$ cat config.mk
export PLATFORM = sky130hd
export DESIGN_NAME = seg_scan_display_flat
export DESIGN_NICKNAME = d
export VERILOG_FILES = /design/src/rtl/seg_scan_if.sv /design/src/rtl/seg_scan_display.sv /design/src/flat_wrapper.sv
export SDC_FILE = /design/constraint.sdc
export NUM_CORES = 1
export LEC_CHECK = 0
export ABC_CLOCK_PERIOD_IN_PS = 6740
export BUFFER_PORTS_ARGS = -buffer_cell sky130_fd_sc_hd__buf_4
export CORE_MARGIN = 10
export CORE_UTILIZATION = 23
export CTS_CLUSTER_DIAMETER = 80
export DETAILED_ROUTE_END_ITERATION = 10
export GPL_TIMING_DRIVEN = 1
export PLACE_DENSITY = 0.37
export SLEW_MARGIN = 0
export SYNTH_ARGS = -nofsm -noshare
export SYNTH_HDL_FRONTEND = slang
export SYNTH_SLANG_ARGS = --single-unit
$ cat constraint.sdc
create_clock -name clk -period 6.74 [get_ports clk]
set_input_delay 1.348 -clock clk [delete_from_list [all_inputs] [get_ports clk]]
set_output_delay 1.348 -clock clk [all_outputs]
set_load 0.05 [all_outputs]
$ cat src/rtl/seg_scan_if.sv
// -----------------------------------------------------------------------------
// seg_scan_if
// Bundle between a core (master) and the 7-segment scanner (slave).
//   d        core -> scanner   hex data, digit i = d[4i+3:4i], digit 0 rightmost
//   dp       core -> scanner   decimal point per digit, 1 = lit
//   en_mask  core -> scanner   per-digit enable, 0 = blanked (live)
//   load     core -> scanner   1-cycle pulse, capture d/dp as pending update
//   upd_ack  scanner -> core   1-cycle pulse, pending data now on display
//   an       scanner -> pins   digit select, active-low
//   cn       scanner -> pins   segments {g,f,e,d,c,b,a}, active-low
//   dp_n     scanner -> pins   decimal point, active-low
// -----------------------------------------------------------------------------
interface seg_scan_if #(
    parameter int NDIG = 8
);
    logic [4*NDIG-1:0] d;
    logic [NDIG-1:0]   dp;
    logic [NDIG-1:0]   en_mask;
    logic              load;
    logic              upd_ack;
    logic [NDIG-1:0]   an;
    logic [6:0]        cn;
    logic              dp_n;

    modport master (
        output d, dp, en_mask, load,
        input  upd_ack, an, cn, dp_n
    );

    modport slave (
        input  d, dp, en_mask, load,
        output upd_ack, an, cn, dp_n
    );
endinterface

$ cat src/rtl/seg_scan_display.sv
// -----------------------------------------------------------------------------
// seg_scan_display
// Multiplexed common-anode 7-segment scanner for NDIG digits with an internal
// prescaler, per-digit enable, decimal points and a shadow-register update
// handshake: loaded data is only promoted to the displayed set at a frame
// boundary, so a frame never mixes old and new digits.
//
// Ports:
//   clk   system clock, posedge
//   rstn  asynchronous active-low reset
//   bus   seg_scan_if.slave (d, dp, en_mask, load in; upd_ack, an, cn, dp_n out)
//
// Parameters: NDIG (2..16 digits), DIV (clk cycles per digit slot, >=2).
//
// Optional feature: define SEG_LZB_EN for leading-zero blanking of the
// active data (digit 0 always shown, a lit dp on a digit or any lower digit
// keeps it visible). Without the macro no blanking logic is built.
// -----------------------------------------------------------------------------
module seg_scan_display #(
    parameter int NDIG = 8,
    parameter int DIV  = 100000
) (
    input  logic        clk,
    input  logic        rstn,
    seg_scan_if.slave   bus
);
    localparam int CW = $clog2(DIV);
    localparam int IW = $clog2(NDIG);
    localparam logic [CW-1:0] CNT_MAX = CW'(DIV - 1);
    localparam logic [IW-1:0] IDX_MAX = IW'(NDIG - 1);

    logic [CW-1:0]     cnt_q, cnt_d;
    logic [IW-1:0]     idx_q, idx_d;
    logic [4*NDIG-1:0] act_dat_q, act_dat_d;
    logic [NDIG-1:0]   act_dp_q, act_dp_d;
    logic [4*NDIG-1:0] pnd_dat_q, pnd_dat_d;
    logic [NDIG-1:0]   pnd_dp_q, pnd_dp_d;
    logic              pend_q, pend_d;
    logic              ack_q, ack_d;
    logic [NDIG-1:0]   an_q, an_d;
    logic [6:0]        cn_q, cn_d;
    logic              dpn_q, dpn_d;

    logic              tick;
    logic              wrap;
    logic [3:0]        nib;
    logic              show;

    function automatic logic [6:0] hex_to_seg(input logic [3:0] h);
        logic [6:0] s;
        case (h)
            4'h0: s = 7'b1000000;
            4'h1: s = 7'b1111001;
            4'h2: s = 7'b0100100;
            4'h3: s = 7'b0110000;
            4'h4: s = 7'b0011001;
            4'h5: s = 7'b0010010;
            4'h6: s = 7'b0000010;
            4'h7: s = 7'b1111000;
            4'h8: s = 7'b0000000;
            4'h9: s = 7'b0010000;
            4'hA: s = 7'b0001000;
            4'hB: s = 7'b0000011;
            4'hC: s = 7'b1000110;
            4'hD: s = 7'b0100001;
            4'hE: s = 7'b0000110;
            default: s = 7'b0001110;
        endcase
        return s;
    endfunction

    // Prescaler and digit index; the tick that wraps idx is the frame boundary.
    always_comb begin
        tick  = (cnt_q == CNT_MAX);
        wrap  = tick && (idx_q == IDX_MAX);
        cnt_d = tick ? '0 : cnt_q + 1'b1;
        idx_d = idx_q;
        if (tick) begin
            idx_d = (idx_q == IDX_MAX) ? '0 : idx_q + 1'b1;
        end
    end

    // Shadow update: a load on the boundary tick bypasses the pending
    // register, otherwise a pending update is promoted at the boundary.
    always_comb begin
        act_dat_d = act_dat_q;
        act_dp_d  = act_dp_q;
        pnd_dat_d = pnd_dat_q;
        pnd_dp_d  = pnd_dp_q;
        pend_d    = pend_q;
        ack_d     = 1'b0;
        if (wrap && (bus.load || pend_q)) begin
            act_dat_d = bus.load ? bus.d  : pnd_dat_q;
            act_dp_d  = bus.load ? bus.dp : pnd_dp_q;
            pend_d    = 1'b0;
            ack_d     = 1'b1;
        end else if (bus.load) begin
            pnd_dat_d = bus.d;
            pnd_dp_d  = bus.dp;
            pend_d    = 1'b1;
        end
    end

`ifdef SEG_LZB_EN
    logic nz_at_or_above;
    logic dp_at_or_below;

    // A digit survives blanking if a nonzero nibble sits at or above it, or a
    // lit dp sits at or below it.
    always_comb begin
        nz_at_or_above = 1'b0;
        dp_at_or_below = 1'b0;
        for (int j = 0; j < NDIG; j++) begin
            if ((j >= int'(idx_q)) && (act_dat_q[4*j +: 4] != 4'h0)) nz_at_or_above = 1'b1;
            if ((j <= int'(idx_q)) && act_dp_q[j])                   dp_at_or_below = 1'b1;
        end
    end
`endif

    // Output decode, registered one clk behind idx.
    always_comb begin
        nib  = act_dat_q[{idx_q, 2'b00} +: 4];
        show = bus.en_mask[idx_q];
`ifdef SEG_LZB_EN
        show = show && ((idx_q == '0) || nz_at_or_above || dp_at_or_below);
`endif
        an_d  = '1;
        cn_d  = 7'h7F;
        dpn_d = 1'b1;
        if (show) begin
            an_d[idx_q] = 1'b0;
            cn_d        = hex_to_seg(nib);
            dpn_d       = ~act_dp_q[idx_q];
        end
    end

    always_ff @(posedge clk or negedge rstn) begin
        if (!rstn) begin
            cnt_q     <= '0;
            idx_q     <= '0;
            act_dat_q <= '0;
            act_dp_q  <= '0;
            pnd_dat_q <= '0;
            pnd_dp_q  <= '0;
            pend_q    <= 1'b0;
            ack_q     <= 1'b0;
            an_q      <= '1;
            cn_q      <= 7'h7F;
            dpn_q     <= 1'b1;
        end else begin
            cnt_q     <= cnt_d;
            idx_q     <= idx_d;
            act_dat_q <= act_dat_d;
            act_dp_q  <= act_dp_d;
            pnd_dat_q <= pnd_dat_d;
            pnd_dp_q  <= pnd_dp_d;
            pend_q    <= pend_d;
            ack_q     <= ack_d;
            an_q      <= an_d;
            cn_q      <= cn_d;
            dpn_q     <= dpn_d;
        end
    end

    assign bus.an      = an_q;
    assign bus.cn      = cn_q;
    assign bus.dp_n    = dpn_q;
    assign bus.upd_ack = ack_q;
endmodule

$ cat src/flat_wrapper.sv
// flat-port wrapper written by rule: the top's interface ports become plain ports
module seg_scan_display_flat 
#(
    parameter int NDIG = 8,
    parameter int DIV  = 100000
)
  (clk, rstn, bus_d, bus_dp, bus_en_mask, bus_load, bus_upd_ack, bus_an, bus_cn, bus_dp_n);
  seg_scan_if #(.NDIG(NDIG)) bus_i ();
  input  logic clk;
  input  logic rstn;
  input wire logic [$bits(bus_i.d)-1:0] bus_d;
  input wire logic [$bits(bus_i.dp)-1:0] bus_dp;
  input wire logic [$bits(bus_i.en_mask)-1:0] bus_en_mask;
  input wire logic [$bits(bus_i.load)-1:0] bus_load;
  output wire logic [$bits(bus_i.upd_ack)-1:0] bus_upd_ack;
  output wire logic [$bits(bus_i.an)-1:0] bus_an;
  output wire logic [$bits(bus_i.cn)-1:0] bus_cn;
  output wire logic [$bits(bus_i.dp_n)-1:0] bus_dp_n;
  assign bus_i.d = bus_d;
  assign bus_i.dp = bus_dp;
  assign bus_i.en_mask = bus_en_mask;
  assign bus_i.load = bus_load;
  assign bus_upd_ack = bus_i.upd_ack;
  assign bus_an = bus_i.an;
  assign bus_cn = bus_i.cn;
  assign bus_dp_n = bus_i.dp_n;
  seg_scan_display #(.NDIG(NDIG), .DIV(DIV)) u_core (.clk(clk), .rstn(rstn), .bus(bus_i));
endmodule
==> results of run 1 <==
[flip-flops by register name, summed over array words and instances, names as in the netlist]
name / cells
u_core.act_dat_q: 32
u_core.act_dp_q: 8
u_core.bus.an: 8
u_core.bus.cn: 7
u_core.bus.dp_n: 1
u_core.bus.upd_ack: 1
u_core.cnt_q: 17
u_core.idx_q: 3
u_core.pend_q: 1
u_core.pnd_dat_q: 32
u_core.pnd_dp_q: 8
[metal layers]
| metal | share of wire, % | up-vias |
|---|---|---|
| met2 | 45 | 77 |
| met5 | 0 | - |
| li1 | - | 1758 |
| met3 | 4.8 | 22 |
| met1 | 48 | 1730 |
| met4 | 2.6 | 0 |
[power by group through the flow]
stage | Clock [mW] | Combinational [mW] | Sequential [mW]
floorplan | 0 | 0.0904 | 0.801
detailed placement | 0 | 0.179 | 0.789
global placement | 0 | 0.176 | 0.788
CTS | 1.02 | 0.180 | 0.777
global route | 1.06 | 0.194 | 0.782
finish | 0.992 | 0.174 | 0.777
[worst paths after layout]
kind	start	depth (start not counted)	slack, ns	endpoint
worst max-delay path	u_core.idx_q[0]	7	3.59	u_core.pnd_dat_q[16]
min in group asynchronous	rstn	1	0.94	u_core.cnt_q[0]
worst max register to register	u_core.idx_q[0]	7	3.59	u_core.pnd_dat_q[16]
worst min-delay path	u_core.cnt_q[0]	1	0.48	u_core.cnt_q[0]
worst min register to register	u_core.cnt_q[0]	1	0.48	u_core.cnt_q[0]
max in group asynchronous	rstn	2	4.37	u_core.act_dat_q[22]
[layout make-up]
| type | instances | area (um2) | area share, % |
|---|---|---|---|
| clock buffers | 23 | 468 | 6.72 |
| clock inverters | 9 | 173 | 2.48 |
| inverters | 4 | 15.0 | 0.215 |
| multi-input cells | 306 | 2400 | 34.4 |
| flip-flops and latches | 118 | 2970 | 42.7 |
| well taps | 319 | 399 | 5.73 |
| repair buffers | 72 | 541 | 7.76 |
[cells in the final DEF (no fill, tap or decap), drive strengths merged, types with 2 or more instances in the layout]
cell,instances
xnor2,9
nand3,14
nand3b,2
dfstp,16
xor2,5
a211oi,3
and4,3
and2,2
nor2,57
dfrtp,102
bufinv,5
nand4b,2
a21oi,46
mux4,7
mux2,51
nand2,12
buf,72
mux2i,54
o221ai,3
and3,2
inv,4
nor2b,4
o211ai,2
ha,8
nand4,5
clkinv,3
nor4,2
clkbuf,23
o21ai,4
[cell families after synthesis]
group                      Yosys count  synth area share, %
adders and majority gates            8                 1.81
xor gates and xnor gates            14                 2.22
DFF                                118                 53.8
and+or+nand+nor                    109                 9.49
muxes                              112                 23.2
buffers and inverters               33                 2.92
AOI/OAI and AO/OA                   63                 6.59
[stage by stage]
step / worst slack, ns / area, um2 / util, % / hold WS [ns] / instances
final: 3.59 / 6970 / 29.6 / 0.485 / 851
after CTS: 3.49 / 6970 / 29.6 / 0.484 / 851
after floorplan: 4.32 / 5530 / - / 0.455 / 457
after detailed placement: 3.38 / 6330 / 26.9 / 0.477 / 819
after global routing: 3.34 / 6970 / 29.6 / 0.507 / 851
after global placement: 3.44 / 6330 / 26.9 / 0.473 / 819
[worst max-delay path, stage by stage (launching register included)]
cell and delay, ns:
dfrtp_1 0.68, buf_4 0.39, ha_1 0.20, ha_1 0.20
inv_1 0.12, o31ai_4 0.50, buf_4 0.51, mux2_2 0.39
==> results by group, run 1 <==
Outcome
  • Status: finished clean

Placement
  • Post-DP HPWL: 9000 um
  • Gpl congestion: approximately 0.73
  • # port buffers: 67

STA
  • Time the worst path needs with I/O delays and setup: approximately 3.2 ns
  • Fin. max-slew vios: 0
  • Period Utilization, post-route: between 40% and 50%
  • Hold Fails Final Rpt: 0
  • Tightest Pin Transition: 1.06 ns
  • RSZ-0062 raised after global routing: no
  • Setup Skew: ~0.0058 ns
  • Final setup TNS: 0 ns
  • Slew HR: about 27%
  • Final setup viols: 0
  • Fmax: approximately 320 MHz

Critical path
  • Worst Path Max Fanout: 33
  • Setup CP Type: flip-flop to flip-flop
  • Critical Path End Type: flip-flop
  • WP data arrival: around 3.5 ns
  • Req. time, crit path: roughly 7.0 ns
  • CP Launch Type: flip-flop

Floorplan
  • Initial core utilization: between 20% and 30%
  • Die width: 175 um
  • Die height: ~170 um
  • Full die area: between 30000 and 40000 um2
  • Top-level I/O count: 68
  • Core Region: between 20000 and 25000 um2
  • Row count: 56

Synthesis
  • Synth cell count leaders: 102 x dfrtp_1, 57 x nor2_1, 54 x mux2i_1, 47 x mux2_2, 46 x a21oi_1
  • Area contributors post-synth: dfrtp_1 46%, mux2i_1 9.8%, mux2_2 9.6%, dfstp_2 7.6%, a21oi_1 4.2%
  • Share of the synthesized area in the top cell type: 46.2%
  • Flops & latches, synth: about 120
  • Leading area contributor after synthesis: dfrtp_1
  • Syn Area/Cell: approximately 12 um2
  • Synth Net Count: just over 500
  • Count leader, synth: dfrtp_1
  • Async SR Flop Fraction: 100%
  • Syn. warnings: 0
  • Post-Synthesis Cells: 457
  • Yosys cell types: 43
  • Synthesized area: about 5500 um2
  • Post-synth EDFFs: 0
  • Register area share after synthesis: approximately 54%
  • Top FF cell, synth: dfrtp_1

Power
  • Switching part of the total: 22.2%
  • Maximum VDD drop: 0.138 mV
  • Clock group share of total power: 51.1%
  • Leakage: 3.00 nW
  • Pwr Total: between 1.5 and 2 mW
  • Combinational fraction of design power: under 10%
  • Psw: roughly 430 uW
  • Pwr per Cell Area: 279 nW/um2
  • Internal power: about 1.5 mW
  • Seq pwr share: 40.0%

Global route
  • Grt met3 use: around 2.8%
  • Pin count of the biggest net entering global routing: 82
  • Initial antenna violation count: 0
  • Number of global-route vias before repair: ~3800
  • First-pass GRT wire length: between 20000 and 25000 um
  • Global route overflow: 0
  • Grt peak-use layer: met2
  • GRT Total Usage: a little under a tenth
  • Met1 usage: between 10% and 20%
  • M2 GR Usage: a little over an eighth

Clock network
  • CTS clock-pin slew for the worst setup and hold paths: ~0.050 ns
  • CTS tree: yes
  • Clock Tree Buf Depth: 2
  • H-Tree Depth: 4
  • Hold buffer count at cts: 0
  • TritonCTS Buffers: 17
  • CTS root buf: clkbuf_16
  • CTS resizes: 0
  • Worst skew pair latency: around 0.41 ns
  • Sinks on Clock Net: ~120
  • Post-CTS Setup Bufs: 0

Cells and area
  • Filler Cell Count: ~2500
  • Layout cells sized above 1: between 30% and 40%
  • P&R area growth vs syn: 26.1%
  • Net count, final: around 580
  • Antenna Cells: 0

Route
  • # DRC: 0
  • Routed wire length: around 13000 um
  • Routed len/inst: approximately 15 um
  • Vias per cell: approximately 4.2
  • DR vias: ~3600
  • Initial drt markers: approximately 200
  • Final ANT Viol Nets: 0
  • First drt pass iteration count: 4

Job
  • Max_cap viols: 0

Min path
  • Worst Hold Class: flip-flop to flip-flop
Power figures use the tool's default switching activity.
==> run 2: changes to the inputs <==
Settings changed: ABC_CLOCK_PERIOD_IN_PS 6740 to 2900.
Clock period 6.74 ns to 2.9 ns, I/O delays scaled along.
==> run 2 against run 1 <==
  * Global-route usage decreased by 0.11 points
  * Sequential power increased by 130%
  * Critical endpoint is now u_core.bus.cn[5]
  * Highest routed layer unchanged
  * Largest cell class unchanged
  * Non-clock buffer count increased by 10
==> results by group, run 2 (synthesized netlist as in run 1, its figures left out) <==
Floorplan
  • Core Region: 23500 um2 (unchanged)
  • Full die area: 30600 um2 (unchanged)
  • Die width: 175 um (unchanged)
  • Top-level I/O count: 68 (unchanged)
  • Initial core utilization: 23.5% (unchanged)
  • Row count: 56 (unchanged)
  • Die height: 175 um (unchanged)

Route
  • Final ANT Viol Nets: 0 (unchanged)
  • # DRC: 0 (unchanged)
  • Routed wire length: 13300 um (+1.2%)
  • Initial drt markers: 172 (-16%)
  • Vias per cell: 4.31 (+2.2%)
  • Routed len/inst: 15.5 um (about the same)
  • DR vias: 3709 (+3.4%)
  • First drt pass iteration count: 4 (unchanged)

Global route
  • First-pass GRT wire length: 21500 um (-1.8%)
  • Number of global-route vias before repair: 3845 (-0.10%)
  • Global route overflow: 0 (unchanged)
  • Pin count of the biggest net entering global routing: 65 (-21%)
  • GRT Total Usage: 8.99% (-0.11 points)
  • Initial antenna violation count: 0 (unchanged)

Critical path
  • Worst Path Max Fanout: 13 (-61%)
  • Critical Path End Type: flip-flop
  • WP data arrival: 2.96 ns (-0.49 ns)
  • CP Launch Type: flip-flop
  • Setup CP Type: flip-flop to flip-flop
  • Req. time, crit path: 3.22 ns (-3.82 ns)

STA
  • Hold Fails Final Rpt: 0 (unchanged)
  • Time the worst path needs with I/O delays and setup: 2.64 ns (-0.513 ns)
  • Final setup TNS: 0 ns (unchanged)
  • Tightest Pin Transition: 0.700 ns (-0.362 ns)
  • Final setup viols: 0 (unchanged)
  • Setup Skew: 0.00679 ns (+0.00101 ns)
  • RSZ-0062 raised after global routing: no
  • Fin. max-slew vios: 0 (unchanged)
  • Slew HR: 53.3% (+26 points)
  • Period Utilization, post-route: 91.0% (+44 points)
  • Fmax: 379 MHz (+19%)

Cells and area
  • Largest regs: u_core.act_dat_q (32), u_core.pnd_dat_q (32), u_core.cnt_q (17)
  • P&R area growth vs syn: 26.9%
  • Net count, final: 588 (+1.7%)
  • Utilization after layout: 29.8% (+0.18 points)
  • Layout cells sized above 1: 34.7% (+2.0 points)
  • Antenna Cells: 0 (unchanged)
  • Commonest non-fill, non-tap cells in the layout: 102 x dfrtp_1, 80 x buf_4, 57 x nor2_1, 54 x mux2i_1, 47 x mux2_2
  • Most common cell after layout, fill and taps aside: dfrtp_1
  • Design area: 7010 um2 (+0.61%)

Power
  • Leakage: 3.03 nW (+0.75%)
  • Maximum VDD drop: 0.300 mV (+120%)
  • Pwr per Cell Area: 611 nW/um2 (+120%)

Job
  • Max_cap viols: 0 (unchanged)

Clock network
  • H-Tree Depth: 4 (unchanged)
  • CTS clock-pin slew for the worst setup and hold paths: 0.06 ns (about the same)
  • CTS tree: yes
  • Hold buffer count at cts: 0 (unchanged)
  • Sinks on Clock Net: 118 (unchanged)
  • TritonCTS Buffers: 17 (unchanged)
  • CTS root buf: clkbuf_16
  • Post-CTS Setup Bufs: 0 (unchanged)
  • Clock Tree Buf Depth: 2 (unchanged)
  • Worst skew pair latency: 0.42 ns (about the same)
  • CTS resizes: 0 (unchanged)

Placement
  • Gpl congestion: 0.763 (+4.3%)
  • Post-DP HPWL: 9490 um (+5.4%)
  • Placed instance area: 6430 um2 (+1.6%)
  • # port buffers: 67 (unchanged)

Min path
  • Worst Hold Class: primary input to async pin

Outcome
  • Status: finished clean
==> run 2: changes by cell type in the layout (fill, tap and decap cells not counted) <==
cell        delta
bufinv_16      -3
clkinv_4       +5
buf_4          +8
inv_6          +1
buf_12         +2
clkbuf_8       -2
clkbuf_1       -4
clkinvlp_4     +3
==> run 2: area by class of cell <==
cell class,count,area [um2]
well taps,319,399
clock buffers,17,425
multi-input cells,306,2400
repair buffers,82,641
clock inverters,15,158
flip-flops and latches,118,2970
fillers,2484,16500
inverters,4,15.0
==> run 2: layer usage <==
layer	track usage (%)	up-vias	part of all wire [%]
met5	0	-	0
met4	3.71	0	1.6
met3	3.21	17	4.5
met2	13.7	66	46
met1	11.3	1838	48
li1	-	1788	-
==> run 2: critical path: stages, from the launching register on <==
cell and delay [ns]:
dfrtp_1 0.66, buf_4 0.26, mux2i_1 0.25, o2bb2ai_1 0.10, a221o_1 0.40, inv_1 0.15, ha_1 0.24, inv_1 0.08
nor2_1 0.11, a21oi_1 0.05, o221ai_1 0.24
==> run 2: worst paths after layout <==
kind	cells after the start	slack, ns	to	from
min	1	0.20	u_core.pnd_dat_q[23]	rstn
min reg2reg	1	0.49	u_core.cnt_q[4]	u_core.cnt_q[4]
max reg2reg	10	0.26	u_core.bus.cn[5]	u_core.idx_q[0]
max in group asynchronous	2	1.97	u_core.bus.cn[4]	rstn
min in group clk	2	0.31	u_core.bus.an[2]	bus_en_mask[2]
max	10	0.26	u_core.bus.cn[5]	u_core.idx_q[0]
==> run 2: power breakdown <==
| part | leakage, nW | total, mW | switching (mW) | internal (mW) |
|---|---|---|---|---|
| clock network | 0.275 | 2.06 | 0.799 | 1.26 |
| registers | 1.43 | 1.81 | 0.0524 | 1.76 |
| logic | 1.32 | 0.407 | 0.212 | 0.195 |
| total | 3.03 | 4.28 | 1.06 | 3.22 |
==> run 2: through the flow <==
step | std cells | hold WS (ns) | total power [mW] | worst slack [ns]
2_1_floorplan | 457 | 0.284 | 2.07 | 0.617
3_3_place_gp | 829 | 0.468 | 2.25 | 0.427
3_5_place_dp | 829 | 0.483 | 2.26 | 0.316
4_1_cts | 861 | 0.232 | 4.36 | 0.273
5_1_grt | 861 | 0.247 | 4.49 | 0.0493
6_report | 861 | 0.203 | 4.28 | 0.261
==> run 3: changes to the inputs <==
Settings changed: ABC_AREA from default to 0, PLACE_DENSITY 0.37 to 0.39.
==> run 3 against run 2 <==
  * Combinational power is essentially flat
  * Largest cell class unchanged
  * Clock skew grew 0.0052 ns
  * Count of clock-buffer cells in the layout grew 2
  * Design area grew 0.77%
  * Via count shrank 1.1%
  * Total power grew 4.7%
  * Fmax grew 3.0%
  * Core utilization grew 0.23 points
  * Register-to-register slack gained 0.08 ns
==> results by group, run 3 (synthesized netlist as in run 1, its figures left out) <==
Critical path
  • R2R Setup Slk: 0.34 ns (+0.08 ns)
  • CP peak stage delay: 0.74 ns (+0.08 ns)
  • CP Launch Type: flip-flop
  • Critical path's top delay family: multiplexers
  • Crit-path cells: mux4_2 > mux2_2 > ha_1 > or3_1 > o21ai_0 > o21ai_1
  • Worst Path Buf+Inv: 0 (-3)
  • R2R Path Start: u_core.idx_q[0]
  • Setup CP Type: flip-flop to flip-flop
  • Critical Path End Type: flip-flop
  • Critical path's slowest cell: dfrtp_1
  • Reg-to-Reg End: u_core.bus.cn[0]
  • Critical path depth: 6 (-4)
  • FF-to-FF path depth: 6 (-4)
  • Worst Setup SP: u_core.idx_q[0]
  • Worst Path Max Fanout: 14 (+1)
  • Req. time, crit path: 3.21 ns (about the same)
  • WP data arrival: 2.87 ns (-0.09 ns)

Clock network
  • Hold buffer count at cts: 0 (unchanged)
  • Sinks on Clock Net: 118 (unchanged)
  • CTS clock-pin slew for the worst setup and hold paths: 0.05 ns (about the same)
  • CTS tree: yes
  • Clock Tree Buf Depth: 2 (unchanged)
  • TritonCTS Buffers: 17 (unchanged)
  • Post-CTS Setup Bufs: 0 (unchanged)
  • Worst skew pair latency: 0.41 ns (about the same)
  • CTS resizes: 0 (unchanged)
  • CTS root buf: clkbuf_16
  • H-Tree Depth: 4 (unchanged)

Floorplan
  • Die width: 175 um (unchanged)
  • Top-level I/O count: 68 (unchanged)
  • Core Region: 23500 um2 (unchanged)
  • Die height: 175 um (unchanged)
  • Full die area: 30600 um2 (unchanged)
  • Row count: 56 (unchanged)
  • Initial core utilization: 23.5% (unchanged)

Placement
  • Gpl congestion: 0.722 (-5.4%)
  • Worst slack, placed: 0.358 ns (+0.0418 ns)
  • Post-DP HPWL: 9370 um (-1.2%)
  • # port buffers: 67 (unchanged)
  • Placed instance area: 6430 um2 (about the same)
  • Placed Cells: 828 (-0.12%)

STA
  • Slew HR: 58.6% (+5.3 points)
  • Setup Skew: 0.0120 ns (+0.00519 ns)
  • Fin. max-slew vios: 0 (unchanged)
  • Fmax: 390 MHz (+3.0%)
  • Worst setup margin: 0.337 ns (+0.0763 ns)
  • Final setup viols: 0 (unchanged)
  • Hold slack final: 0.181 ns (-0.0224 ns)
  • Period Utilization, post-route: 88.4% (-2.6 points)
  • Time the worst path needs with I/O delays and setup: 2.56 ns (-0.0763 ns)
  • Tightest Pin Transition: 0.621 ns (-0.0796 ns)
  • Final setup TNS: 0 ns (unchanged)
  • Hold Fails Final Rpt: 0 (unchanged)
  • RSZ-0062 raised after global routing: no

Global route
  • Pin count of the biggest net entering global routing: 65 (unchanged)
  • Global route overflow: 0 (unchanged)
  • Number of global-route vias before repair: 3933 (+2.3%)
  • First-pass GRT wire length: 21300 um (-0.52%)
  • Initial antenna violation count: 0 (unchanged)
  • GRT Total Usage: 8.78% (-0.21 points)

Power
  • Pwr Total: 4.48 mW (+4.7%)
  • Maximum VDD drop: 0.318 mV (+6.0%)
  • Pwr per Cell Area: 634 nW/um2 (+3.9%)
  • Leakage: 3.06 nW (+0.95%)

Route
  • Initial drt markers: 121 (-30%)
  • Routed wire length: 12800 um (-3.9%)
  • Routed len/inst: 15.0 um (-3.4%)
  • Vias per cell: 4.28 (-0.67%)
  • # DRC: 0 (unchanged)
  • DR vias: 3667 (-1.1%)
  • Final ANT Viol Nets: 0 (unchanged)
  • First drt pass iteration count: 4 (unchanged)

Cells and area
  • Commonest non-fill, non-tap cells in the layout: 102 x dfrtp_1, 78 x buf_4, 57 x nor2_1, 54 x mux2i_1, 47 x mux2_2
  • Area of the multi-input gates: 2400 um2 (unchanged)
  • Final Non-Filler Cells: 857 (-0.46%)
  • Antenna Cells: 0 (unchanged)
  • Largest regs: u_core.act_dat_q (32), u_core.pnd_dat_q (32), u_core.cnt_q (17)
  • Filler Cell Count: 2454 (-1.2%)
  • Utilization after layout: 30.0% (+0.23 points)
  • P&R area growth vs syn: 27.9%
  • Most common cell after layout, fill and taps aside: dfrtp_1
  • Net count, final: 587 (-0.17%)
  • Sequential Area: 2970 um2 (unchanged)
  • Design area: 7060 um2 (+0.77%)
  • Layout cells sized above 1: 34.0% (-0.67 points)

Outcome
  • Status: finished clean

Min path
  • Worst Hold Class: primary input to async pin

Job
  • Max_cap viols: 0 (unchanged)
-- run 3: changes by cell type in the layout (fill, tap and decap cells not counted), sizes merged --
cell	before	now
clkinvlp	4	2
clkinv	8	3
bufinv	2	5
clkbuf	17	19
buf	82	81
inv	5	4
-- run 3: final cells by class --
cell class	instances	share of cell area, %
timing repair buffer	81	9.14
multi-input combinational	306	34.0
sequential	118	42.1
inverter	4	0.213
clock buffer	19	6.41
tap	319	5.65
clock inverter	10	2.53
-- run 3: report_power, final --
| part | internal [mW] | switching [mW] |
|---|---|---|
| Sequential | 1.76 | 0.0516 |
| Combinational | 0.196 | 0.211 |
| Clock | 1.55 | 0.717 |
| Total | 3.50 | 0.979 |
-- run 3: worst max-delay path by stage --
stage	end	slack (ns)
6_report	u_core.bus.cn[0]	0.34
5_1_grt	u_core.bus.cn[5]	0.17
4_1_cts	u_core.bus.cn[0]	0.34
3_5_place_dp	u_core.bus.cn[0]	0.36
3_3_place_gp	u_core.bus.cn[0]	0.45
2_1_floorplan	u_core.bus.cn[0]	0.62
-- run 3: routing by layer --
metal / vias to the layer above / GRT usage [%] / part of all wire (%)
met3: 14 / 2.63 / 4.4
met5: - / 0 / 0
met4: 0 / 3.92 / 1.6
li1: 1774 / - / -
met1: 1805 / 11.3 / 49
met2: 74 / 13.3 / 45
